## src/rtl/character_pkg.sv

```systemverilog
// Sprite geometry and the donkey motion state encoding.
// Shared by the character controllers and the draw path.
package character_pkg;
  localparam int DONKEY_WIDTH  = 64;
  localparam int DONKEY_HEIGHT = 64;

  typedef enum logic [1:0] {
    IDLE,
    GROUND,
    JUMP,
    FALL
  } donkey_state_t;
endpackage

```

## src/rtl/vga_pkg.sv

```systemverilog
// VGA timing constants shared across the video path.
// Visible area of the 1024x768 mode.
package vga_pkg;
  localparam int HOR_PIXELS = 1024;
  localparam int VER_PIXELS = 768;
endpackage

```

## src/rtl/donkey_ctl.sv

```systemverilog
// Donkey sprite controller: per-frame walk, jump and gravity.
// Motion advances once per rising edge of vblnk.
module donkey_ctl
  import vga_pkg::*;
  import character_pkg::*;
#(
  parameter int H_STEP   = 2,
  parameter int JUMP_V0  = 12,
  parameter int GRAVITY  = 1,
  parameter int V_MAX    = 16,
  parameter int GROUND_Y = 700,
  parameter int X_START  = 0
) (
  input  logic        clk,
  input  logic        rst,
  input  logic        start_game,
  input  logic        left,
  input  logic        right,
  input  logic        jump,
  input  logic        vblnk,
  output logic [11:0] xpos,
  output logic [11:0] ypos,
  output logic        rotate
);

  localparam logic signed [12:0] X_MAX = 13'(HOR_PIXELS - DONKEY_WIDTH);
  localparam logic signed [12:0] HS    = 13'(H_STEP);
  localparam logic signed [12:0] GY    = 13'(GROUND_Y);
  localparam logic signed [7:0]  V0    = 8'(JUMP_V0);
  localparam logic signed [7:0]  GR    = 8'(GRAVITY);
  localparam logic signed [7:0]  VM    = 8'(V_MAX);

  donkey_state_t state, state_nxt;

  logic              vblnk_q;
  logic              tick;
  logic signed [7:0] vel, vel_nxt;
  logic signed [7:0] v_dec, v_inc;
  logic [11:0]       xpos_nxt, ypos_nxt;
  logic              rotate_nxt, rot_mv;
  logic signed [12:0] x_mv, y_up, y_dn;

  assign tick = vblnk & ~vblnk_q;

  always_ff @(posedge clk) begin
    if (rst) state <= IDLE;
    else     state <= state_nxt;
  end

  always_ff @(posedge clk) begin
    if (rst) begin
      vblnk_q <= 1'b0;
      vel     <= '0;
      xpos    <= 12'(X_START);
      ypos    <= 12'(GROUND_Y);
      rotate  <= 1'b0;
    end else begin
      vblnk_q <= vblnk;
      vel     <= vel_nxt;
      xpos    <= xpos_nxt;
      ypos    <= ypos_nxt;
      rotate  <= rotate_nxt;
    end
  end

  // Vertical candidates; fall speed saturates at V_MAX.
  always_comb begin
    v_dec = vel - GR;
    v_inc = ((vel + GR) > VM) ? VM : (vel + GR);
    y_up  = $signed({1'b0, ypos}) - $signed({{5{vel[7]}}, vel});
    y_dn  = $signed({1'b0, ypos}) + $signed({{5{v_inc[7]}}, v_inc});
  end

  always_comb begin
    x_mv   = $signed({1'b0, xpos});
    rot_mv = rotate;
    if (left && !right) begin
      x_mv   = x_mv - HS;
      rot_mv = 1'b1;
      if (x_mv < 13'sd0) x_mv = 13'sd0;
    end else if (right && !left) begin
      x_mv   = x_mv + HS;
      rot_mv = 1'b0;
      if (x_mv > X_MAX) x_mv = X_MAX;
    end
  end

  always_comb begin
    state_nxt = state;
    if (state != IDLE && !start_game) begin
      state_nxt = IDLE;
    end else if (tick) begin
      case (state)
        IDLE:   if (start_game) state_nxt = GROUND;
        GROUND: if (jump) state_nxt = JUMP;
        JUMP:   if (y_up < 13'sd0 || v_dec <= 8'sd0) state_nxt = FALL;
        FALL:   if (y_dn >= GY) state_nxt = GROUND;
        default: state_nxt = IDLE;
      endcase
    end
  end

  always_comb begin
    vel_nxt    = vel;
    xpos_nxt   = xpos;
    ypos_nxt   = ypos;
    rotate_nxt = rotate;
    if (state == IDLE || !start_game) begin
      vel_nxt    = '0;
      xpos_nxt   = 12'(X_START);
      ypos_nxt   = 12'(GROUND_Y);
      rotate_nxt = 1'b0;
    end else if (tick) begin
      xpos_nxt   = 12'(x_mv);
      rotate_nxt = rot_mv;
      case (state)
        GROUND: if (jump) vel_nxt = V0;
        JUMP: begin
          if (y_up < 13'sd0) begin
            ypos_nxt = '0;
            vel_nxt  = '0;
          end else begin
            ypos_nxt = 12'(y_up);
            vel_nxt  = (v_dec <= 8'sd0) ? 8'sd0 : v_dec;
          end
        end
        FALL: begin
          if (y_dn >= GY) begin
            ypos_nxt = 12'(GY);
            vel_nxt  = '0;
          end else begin
            ypos_nxt = 12'(y_dn);
            vel_nxt  = v_inc;
          end
        end
        default: vel_nxt = vel;
      endcase
    end
  end

endmodule
```

## config.mk

```make
export PLATFORM = sky130hd
export DESIGN_NAME = donkey_ctl
export DESIGN_NICKNAME = d
export VERILOG_FILES = /design/src/rtl/character_pkg.sv /design/src/rtl/vga_pkg.sv /design/src/rtl/donkey_ctl.sv
export SDC_FILE = /design/constraint.sdc
export NUM_CORES = 1
export LEC_CHECK = 0
export BUFFER_PORTS_ARGS = -buffer_cell sky130_fd_sc_hd__buf_2
export CAP_MARGIN = 30
export CORE_ASPECT_RATIO = 0.9
export CORE_MARGIN = 10
export CORE_UTILIZATION = 30
export DETAILED_ROUTE_END_ITERATION = 16
export GPL_TIMING_DRIVEN = 0
export PLACE_DENSITY = 0.45
export SLEW_MARGIN = 20
export SYNTH_ARGS = -nofsm -noshare
export SYNTH_HDL_FRONTEND = slang
export SYNTH_SLANG_ARGS = --single-unit
```

## constraint.sdc

```tcl
create_clock -name clk -period 11.5 [get_ports clk]
set_input_delay 0.575 -clock clk [delete_from_list [all_inputs] [get_ports clk]]
set_output_delay 0.575 -clock clk [all_outputs]
set_load 0.02 [all_outputs]
```

==> results of run 1 <==
[where the power goes]
group	switching, mW	total (mW)	internal (mW)	leakage [nW]
Clock	0.0566	0.181	0.124	0.0911
Sequential	0.00106	0.123	0.122	0.283
Combinational	0.0163	0.0253	0.00899	1.28
[layer usage]
layer | GRT usage | up-vias
met5 | 0 | -
met4 | 0.0282 | 0
met2 | 0.199 | 91
met3 | 0.0282 | 6
met1 | 0.183 | 1828
li1 | - | 1911
[worst max-delay path, stage by stage (launching register included)]
cell and delay (ns):
dfxtp_1 0.41, buf_4 0.21, nand4_4 0.11, o31ai_2 0.55, and2_1 0.21, buf_2 0.19, inv_1 0.15, a31oi_1 0.66
nor2_1 0.10, ha_1 0.25, fa_1 0.43, a211oi_1 0.40, o21ai_0 0.14, nor2b_1 0.22, a41oi_1 0.24, o2bb2ai_1 0.16
nand2b_1 0.21, o211ai_4 0.36, buf_6 0.23, nor2_1 0.07, a31o_1 0.24
[placed cells by master (no fill, tap or decap), drive strengths merged, types with 9 or more instances in the layout]
cell	n
nand2	29
a21oi	41
dfxtp	35
a211oi	9
buf	40
nor3	13
xor2	11
nand3	17
o21ai	27
nor2	44
xnor2	23
clkbuf	26
inv	28
ha	34
[final timing paths]
| check | from | to | slack [ns] | cells past startpoint |
|---|---|---|---|---|
| setup / recovery | vel[0] | vel[2] | 5.81 | 20 |
| hold / removal | rotate | rotate | 0.48 | 2 |
| setup reg to reg | vel[0] | vel[2] | 5.81 | 20 |
| hold reg to reg | rotate | rotate | 0.48 | 2 |
[final cells by class]
type,instances,area [sq um]
Multi-Input combinational cell,402,2810
Clock inverter,2,60.1
Inverter,29,109
Buffer,29,140
Sequential cell,35,701
Tap cell,160,200
Timing Repair Buffer,31,155
Fill cell,1319,7870
Clock buffer,6,129
[flip-flops by register name (all words and copies together) (netlist names)]
name,cells
state,2
vblnk_q,1
ypos,12
xpos,11
vel,8
rotate,1
[stage by stage]
step	worst slack (ns)	std cells	hold slack, ns
floorplan	7.10	495	0.535
global placement	5.92	685	0.469
detailed placement	5.80	685	0.470
CTS	5.77	693	0.479
global route	5.32	694	0.526
finish	5.81	694	0.476
[cells by family (layout without fill, tap and decap cells)]
group                      count (synthesis)  in the layout  synth area share
xor gates and xnor gates                  35             35            0.0853
buffers and inverters                     58             97            0.0663
adders and majority gates                 36             36             0.124
and+or+nand+nor                          162            162             0.224
muxes                                      3              3           0.00899
other                                      1              1          0.000998
AOI/OAI and AO/OA                        165            165             0.304
DFF                                       35             35             0.187
==> results.md, run 1 <==
* Outcome: complete, no violations
* Final Hold Viols at 0
* Ports at 32
* # DRC at 0
* Vias in the first global route at ~3,500
* Placeable Area at roughly 0.012 sq mm
* Detailed-route vias per instance at roughly 5.5
* Cell taking the most area after synthesis: dfxtp_1
* Max Freq at between 150 and 200 MHz
* Max_cap viols at 0
* Worst setup EP type: register
* First-pass GRT wire length at roughly 19,000 um
* Final instance area at approximately 0.0043 sq mm
* Final WL at 11,700 um
* PwrDens at between 70 and 80 mW/mm^2
* Initial antenna violation count at 0
* Wire length per cell at around 17 um
* Router iterations before antenna repair at 5
* Row count at 38
* Synthesis-to-finish area growth at 14.5%
* Die area at ~0.017 sq mm
* Post-synth EDFFs at 0
* CTS tree: built
* Yosys cell types at 75
* Net Count, Synth at between 500 and 600
* Post-CTS setup buffer count at 0
* Met3 WL at between 500 and 600 um
* Post-CTS resize count at 0
* CTS sink count at 35
* Initial detailed-routing violation count at just under 200
* Sequential share of the synthesized area at 0.187
* Final TNS setup at 0 ns
* Final setup vio count at 0
* Final Net Count at 576
* Largest net degree at the start of global routing at 12
* Routed via count at ~3,800
* Synth Flop Type: dfxtp_1
* Grt ovf at 0
* Inserted Diodes at 0
* Synth top area share at 0.187
* Met2 wire length at 5310 um
* Clock Latency Late Sink at roughly 0.28 ns
* Met1 WL at between 5000 and 6000 um
* Rel. slew slack at 0.432
* Highest routed layer: met4
* RSZ-0062 raised after global routing: false
* Crit-path max FO at 10
* Fraction of layout cells with a size suffix above 1 at 0.120
* CTS Root Cell: clkbuf_16
* Max Buffers Root-to-Sink at 2
* Post-place instance area at just over 0.004 sq mm
* Pwr Total at around 330 uW
* Fin crit period at 5.69 ns
* Hold-fix buffers, CTS at 0
* Ys async rst share at 0
* Core Util, Final at 0.353
* Fin crit share at 0.495
* FF+latch count, synth at 35
* Top post-synthesis cells by count: 43 x nor2_1, 39 x a21oi_1, 35 x dfxtp_1, 34 x ha_1, 29 x nand2_1
* Final Slew Violations at 0
* Slew @ Worst Pin at roughly 0.85 ns
* Crit path DAT at 5.87 ns
* Starting Density at 0.309
* Die height at between 100 and 150 um
* Buffers on Ports at 30
* VDD IR-drop max at approximately 0.046 mV
* Top post-synthesis cells by area: dfxtp_1 19%, ha_1 11%, xnor2_1 5.4%, a21oi_1 5.2%, nor2_1 4.3%
* Skew final at roughly 0.008 ns
* CTS buffer count at 5
* DRT antenna net count at 0
* Die W at ~140 um
* HP Class: register to register
* Crit path required time at 11.67 ns
* Syn avg cell area at 7.59 sq um
* Synthesis Warnings at 0
* GP Congestion at ~0.84
* Most frequent cell after synthesis: nor2_1
* Worst setup SP type: register
* Htree depth at 2
* Cell Area, Synth at about 0.0038 sq mm
* GRT Overall Usage at 0.131
* Leak at between 1.5 and 2 nW
* Post-synthesis cell count at ~500
* WS Path Type: register to register
* Dpl hpwl at about 9000 um
* Clock-pin transition on the worst setup and hold timing paths at roughly 0.060 ns
Note: power is estimated with default switching activity, not from simulation.
==> run 2, diff against run 1 <==
==> constraint.sdc (replaced) <==
create_clock -name clk -period 5.6 [get_ports clk]
set_input_delay 0.28 -clock clk [delete_from_list [all_inputs] [get_ports clk]]
set_output_delay 0.28 -clock clk [all_outputs]
set_load 0.02 [all_outputs]
==> run 2 against run 1 <==
  * Utilization grew 0.20 points
  * Clock-buffer cell count is the same
  * First-iteration DRC count grew 15%
  * Sequential power grew 110%
  * Highest routed layer unchanged
==> results.md, run 2 (synthesis results as in run 1) <==
* Outcome: complete, no violations
* Worst setup EP type: register
* Fraction of layout cells with a size suffix above 1 at 0.122
* Psw at ~150 uW
* Internal Power at 525 uW
* Vias in the first global route at about 3,500
* Crit path DAT at around 5.3 ns
* Detailed-route vias per instance at 5.51
* Min Hold Slack at 0.219 ns
* Htree depth at 2
* Synthesis-to-finish area growth at 15.1%
* Fin crit share at 0.924
* Initial detailed-routing violation count at 227
* Post-Place Cells at about 690
* Clock Latency Late Sink at 0.29 ns
* Starting Density at 0.309
* Crit-path max FO at 10
* FILL cells at approximately 1,300
* Wire length per cell at 16.9 um
* Leading cell type in the layout, fill and taps excluded: nor2_1
* Slew @ Worst Pin at approximately 0.80 ns
* CP bufs+invs at 6
* Final setup vio count at 0
* Critical-path cell list: buf_4 > nand4_4 > or4_1 > buf_2 > and2_1 > buf_2 > inv_1 > a31oi_4 > nor2b_1 > inv_1 > ha_1 > o21ai_0 > a21o_1 > a21oi_1 > mux2i_2 > xor2_1 > nand2b_1 > o211ai_4 > buf_6 > a2bb2oi_1 > a21oi_1
* CP max stage cell: a21oi_1
* Largest net degree at the start of global routing at 12
* CTS Root Cell: clkbuf_16
* Final TNS setup at 0 ns
* Die W at ~140 um
* GRT Overall Usage at 0.131
* Most frequent cells in the layout: 43 x nor2_1, 39 x a21oi_1, 35 x dfxtp_1, 34 x buf_2, 34 x ha_1
* Inserted Diodes at 0
* VDD IR-drop max at just under 0.1 mV
* Share of total power in combinational logic at 0.077
* Die height at approximately 130 um
* Final Net Count at 576
* Switching share of power at 0.227
* RSZ-0062 raised after global routing: false
* GP Congestion at 0.841
* CTS buffer count at 5
* Final WL at around 12,000 um
* Row count at 38
* First-pass GRT wire length at about 19,000 um
* Rel. slew slack at 0.464
* Sequential share of power at 0.372
* CTS sink count at 35
* Dpl hpwl at ~9000 um
* Largest stage delay on the critical path at 0.52 ns
* Worst setup SP type: register
* Fin cells at approximately 690
* Met2 wire length at 5290 um
* CP delay by family, top: compound AO/OA/AOI/OAI gates
* Placeable Area at roughly 0.012 sq mm
* Met1 WL at 5760 um
* Clock-pin transition on the worst setup and hold timing paths at 0.06 ns
* Pwr Total at ~680 uW
* Grt ovf at 0
* Biggest regs: ypos: 12 flops, xpos: 11 flops, vel: 8 flops
* Leak at approximately 1.7 nW
* Ports at 32
* Router iterations before antenna repair at 5
* Max FFs per register at 12
* Fin crit period at just over 5 ns
* Skew final at approximately 0.0053 ns
* Initial antenna violation count at 0
* Highest routed layer: met4
* Met3 WL at around 610 um
* Buffers on Ports at 30
* HP Class: input port to register
* DRT antenna net count at 0
* Final Slew Violations at 0
* Final Hold Viols at 0
* Max Freq at 193 MHz
* Max_cap viols at 0
* Clock network power share at 0.551
* Max Buffers Root-to-Sink at 2
* CTS tree: built
* Crit path required time at around 5.8 ns
* WS Path Type: register to register
* PwrDens at about 160 mW/mm^2
* Worst reg-to-reg setup slack at 0.42 ns
* Routed via count at 3,825
* Biggest register: ypos
* # DRC at 0
* Die area at ~0.017 sq mm
run 2: layout make-up:
class / count / area (sq um) / area share
multi-input combinational: 402 / 2830 / 0.655
sequential: 35 / 701 / 0.162
tap: 160 / 200 / 0.0463
timing repair buffer: 31 / 155 / 0.0359
buffer: 29 / 140 / 0.0324
clock buffer: 6 / 129 / 0.0298
inverter: 29 / 109 / 0.0252
clock inverter: 2 / 60.1 / 0.0139
run 2: final timing paths:
kind                              from      end  depth (start not counted)
worst max-delay path            vel[0]  ypos[1]                         21
worst min-delay path             vblnk  vblnk_q                          2
worst max register to register  vel[0]  ypos[1]                         21
worst min register to register  rotate   rotate                          2
run 2: metal layers:
| layer | vias up | GRT usage |
|---|---|---|
| met5 | - | 0 |
| met4 | 0 | 0.0264 |
| met3 | 6 | 0.0262 |
| met2 | 85 | 0.200 |
| met1 | 1822 | 0.184 |
| li1 | 1912 | - |
run 2: what timing repair did:
action | in CTS | in global routing
gates cloned | 0 | 0
hold buffers | 0 | 0
setup buffers | 0 | 0
endpoints found under the setup margin | 11 | 17
resized for setup | 1 | 2
pin swaps | 0 | 0
run 2: through the flow:
stage	cell area (sq um)	util	worst slack (ns)
floorplan	3760	-	1.20
global placement	4110	0.337	0.0218
detailed placement	4110	0.337	-0.100
CTS	4300	0.353	0.118
global route	4320	0.355	0.0370
finish	4320	0.355	0.425
run 2: power by group through the flow:
| stage | sequential, mW | clock (mW) | combinational, mW |
|---|---|---|---|
| finish | 0.253 | 0.375 | 0.0520 |
| global route | 0.253 | 0.390 | 0.0581 |
| CTS | 0.253 | 0.382 | 0.0519 |
| detailed placement | 0.259 | 0 | 0.0517 |
| global placement | 0.259 | 0 | 0.0513 |
| floorplan | 0.259 | 0 | 0.0360 |
run 2: worst register-to-register path, stage by stage, from the launching register on:
cell	delay [ns]
dfxtp_1	0.41
buf_4	0.22
nand4_4	0.12
or4_1	0.48
buf_2	0.18
and2_1	0.16
buf_2	0.16
inv_1	0.21
a31oi_4	0.11
nor2b_1	0.24
inv_1	0.10
ha_1	0.31
o21ai_0	0.09
a21o_1	0.19
a21oi_1	0.52
mux2i_2	0.36
xor2_1	0.20
nand2b_1	0.11
o211ai_4	0.35
buf_6	0.23
a2bb2oi_1	0.19
a21oi_1	0.09
==> run 3, diff against run 2 <==
--- a/config.mk
+++ b/config.mk
@@ -12,7 +12,7 @@
 export CORE_UTILIZATION = 30
 export DETAILED_ROUTE_END_ITERATION = 16
 export GPL_TIMING_DRIVEN = 0
-export PLACE_DENSITY = 0.45
+export PLACE_DENSITY = 0.49
 export SLEW_MARGIN = 20
 export SYNTH_ARGS = -nofsm -noshare
 export SYNTH_HDL_FRONTEND = slang
==> run 3 against run 2 <==
  * First-iteration DRC count up 32%
  * Cell area about the same
  * Non-clock buffer count unchanged
  * Largest cell class unchanged
==> results.md, run 3 (synthesis results as in run 1) <==
* Outcome: complete, no violations
* Die height at around 130 um
* Fin crit share at 0.911
* Most frequent cells in the layout: 43 x nor2_1, 38 x a21oi_1, 35 x dfxtp_1, 34 x buf_2, 34 x ha_1
* Detailed-route vias per instance at approximately 5.5
* Htree depth at 2
* Final Net Count at 576
* Vias in the first global route at ~3,500
* CTS Root Cell: clkbuf_16
* Pwr Total at around 680 uW
* GRT Overall Usage at 0.133
* Final setup vio count at 0
* GP Congestion at about 0.84
* CP max stage cell: or4_1
* Crit-path max FO at 10
* Critical-path cell list: buf_4 > nand4_4 > or4_1 > buf_2 > and2_1 > buf_2 > inv_1 > a31oi_4 > nor2b_1 > inv_1 > ha_1 > o21ai_0 > o21ai_0 > nor2b_1 > a41oi_1 > o2bb2ai_1 > o21bai_2 > o211ai_4 > or4_1 > a21oi_1
* Grt ovf at 0
* Final WL at approximately 11,000 um
* Router iterations before antenna repair at 5
* CTS sink count at 35
* Largest stage delay on the critical path at 0.53 ns
* WS Path Type: register to register
* Leading cell type in the layout, fill and taps excluded: nor2_1
* # DRC at 0
* VDD IR-drop max at 0.109 mV
* Synthesis-to-finish area growth at 15.2%
* Wire length per cell at roughly 17 um
* Post-place instance area at ~0.0041 sq mm
* Worst setup SP type: register
* Skew final at 0.00802 ns
* First-pass GRT wire length at between 15,000 and 20,000 um
* Die W at 138 um
* Clock Latency Late Sink at just under 0.3 ns
* Initial antenna violation count at 0
* HP Class: input port to register
* Slew @ Worst Pin at 0.805 ns
* Dpl hpwl at a little under 9000 um
* Final worst slack at a little under 0.5 ns
* Max_cap viols at 0
* Initial detailed-routing violation count at 300
* Crit path required time at 5.82 ns
* RSZ-0062 raised after global routing: false
* Fraction of layout cells with a size suffix above 1 at 0.124
* Hold path start: vblnk
* Placeable Area at about 0.012 sq mm
* CTS tree: built
* Max Buffers Root-to-Sink at 2
* Final Hold Viols at 0
* Max Freq at slightly below 200 MHz
* Place WS at -0.0209 ns
* Worst r2r dst: vel[6]
* PwrDens at 158 mW/mm^2
* Buffers on Ports at 30
* CTS buffer count at 5
* Worst reg-to-reg setup slack at between 0.4 and 0.5 ns
* Die area at approximately 0.017 sq mm
* Leak at 1.66 nW
* Row count at 38
* Crit path DAT at about 5.3 ns
* Core Util, Final at 0.356
* Fin crit period at between 5 and 6 ns
* Worst hold stages at 2
* Ports at 32
* Rel. slew slack at 0.459
* Inserted Diodes at 0
* Biggest register: ypos
* Final TNS setup at 0 ns
* Worst setup EP type: register
* Reg-to-reg critical path startpoint: vel[0]
* Biggest regs: ypos: 12 flops, xpos: 11 flops, vel: 8 flops
* Final Slew Violations at 0
* Clock-pin transition on the worst setup and hold timing paths at roughly 0.060 ns
* FF-to-FF path depth at 20
* Post-CTS setup buffer count at 0
* DRT antenna net count at 0
* Largest net degree at the start of global routing at 12
* Max FFs per register at 12
* WHS Endpoint: vblnk_q
* Final instance area at around 0.0043 sq mm
* Starting Density at 0.309
* Routed via count at approximately 3,800
run 3: how the worst max path moves through the flow:
stage / start / to / slack [ns]
final: vel[0] / vel[6] / 0.50
after global routing: vel[0] / vel[6] / 0.09
after CTS: vel[0] / vel[2] / 0.20
after detailed placement: vel[0] / vel[2] / -0.02
after global placement: vel[0] / vel[2] / 0.09
after floorplan: vel[0] / vel[6] / 1.20
run 3: per-stage QoR:
stage               std cells  hold slack [ns]
finish                    694            0.211
floorplan                 495            0.351
detailed placement        685            0.466
global route              694            0.214
CTS                       693            0.210
global placement          685            0.470
run 3: repair_timing:
action,in CTS,in global routing
endpoints found under the hold margin,0,0
resized for setup,1,3
endpoints found under the setup margin,4,14
hold buffers,0,0
run 3: power breakdown:
| part | internal (mW) | switching, mW |
|---|---|---|
| Sequential | 0.251 | 0.00220 |
| Clock | 0.256 | 0.124 |
| Combinational | 0.0185 | 0.0337 |
run 3: cell type report:
class | instances | area (sq um)
buffer | 29 | 140
clock buffer | 6 | 129
clock inverter | 2 | 60.1
fill | 1342 | 7840
inverter | 29 | 109
multi-input combinational | 402 | 2830
sequential | 35 | 701
tap | 160 | 200
timing repair buffer | 31 | 155
run 3: metal layers:
layer  up-vias  wire, um  GRT usage
met3         5       572     0.0219
met2        88      5060      0.193
met1      1812      5770      0.198
met5         -         0          0
met4         0        74     0.0276
li1       1919         -          -
run 3: worst max-delay path, delay by kind of cell, from the launching register on:
kind,cells,cell delay (ns)
compound gates,8,1.47
flops,1,0.41
simple gates,6,1.96
buf+inv,5,0.87
fa+ha+maj,1,0.31
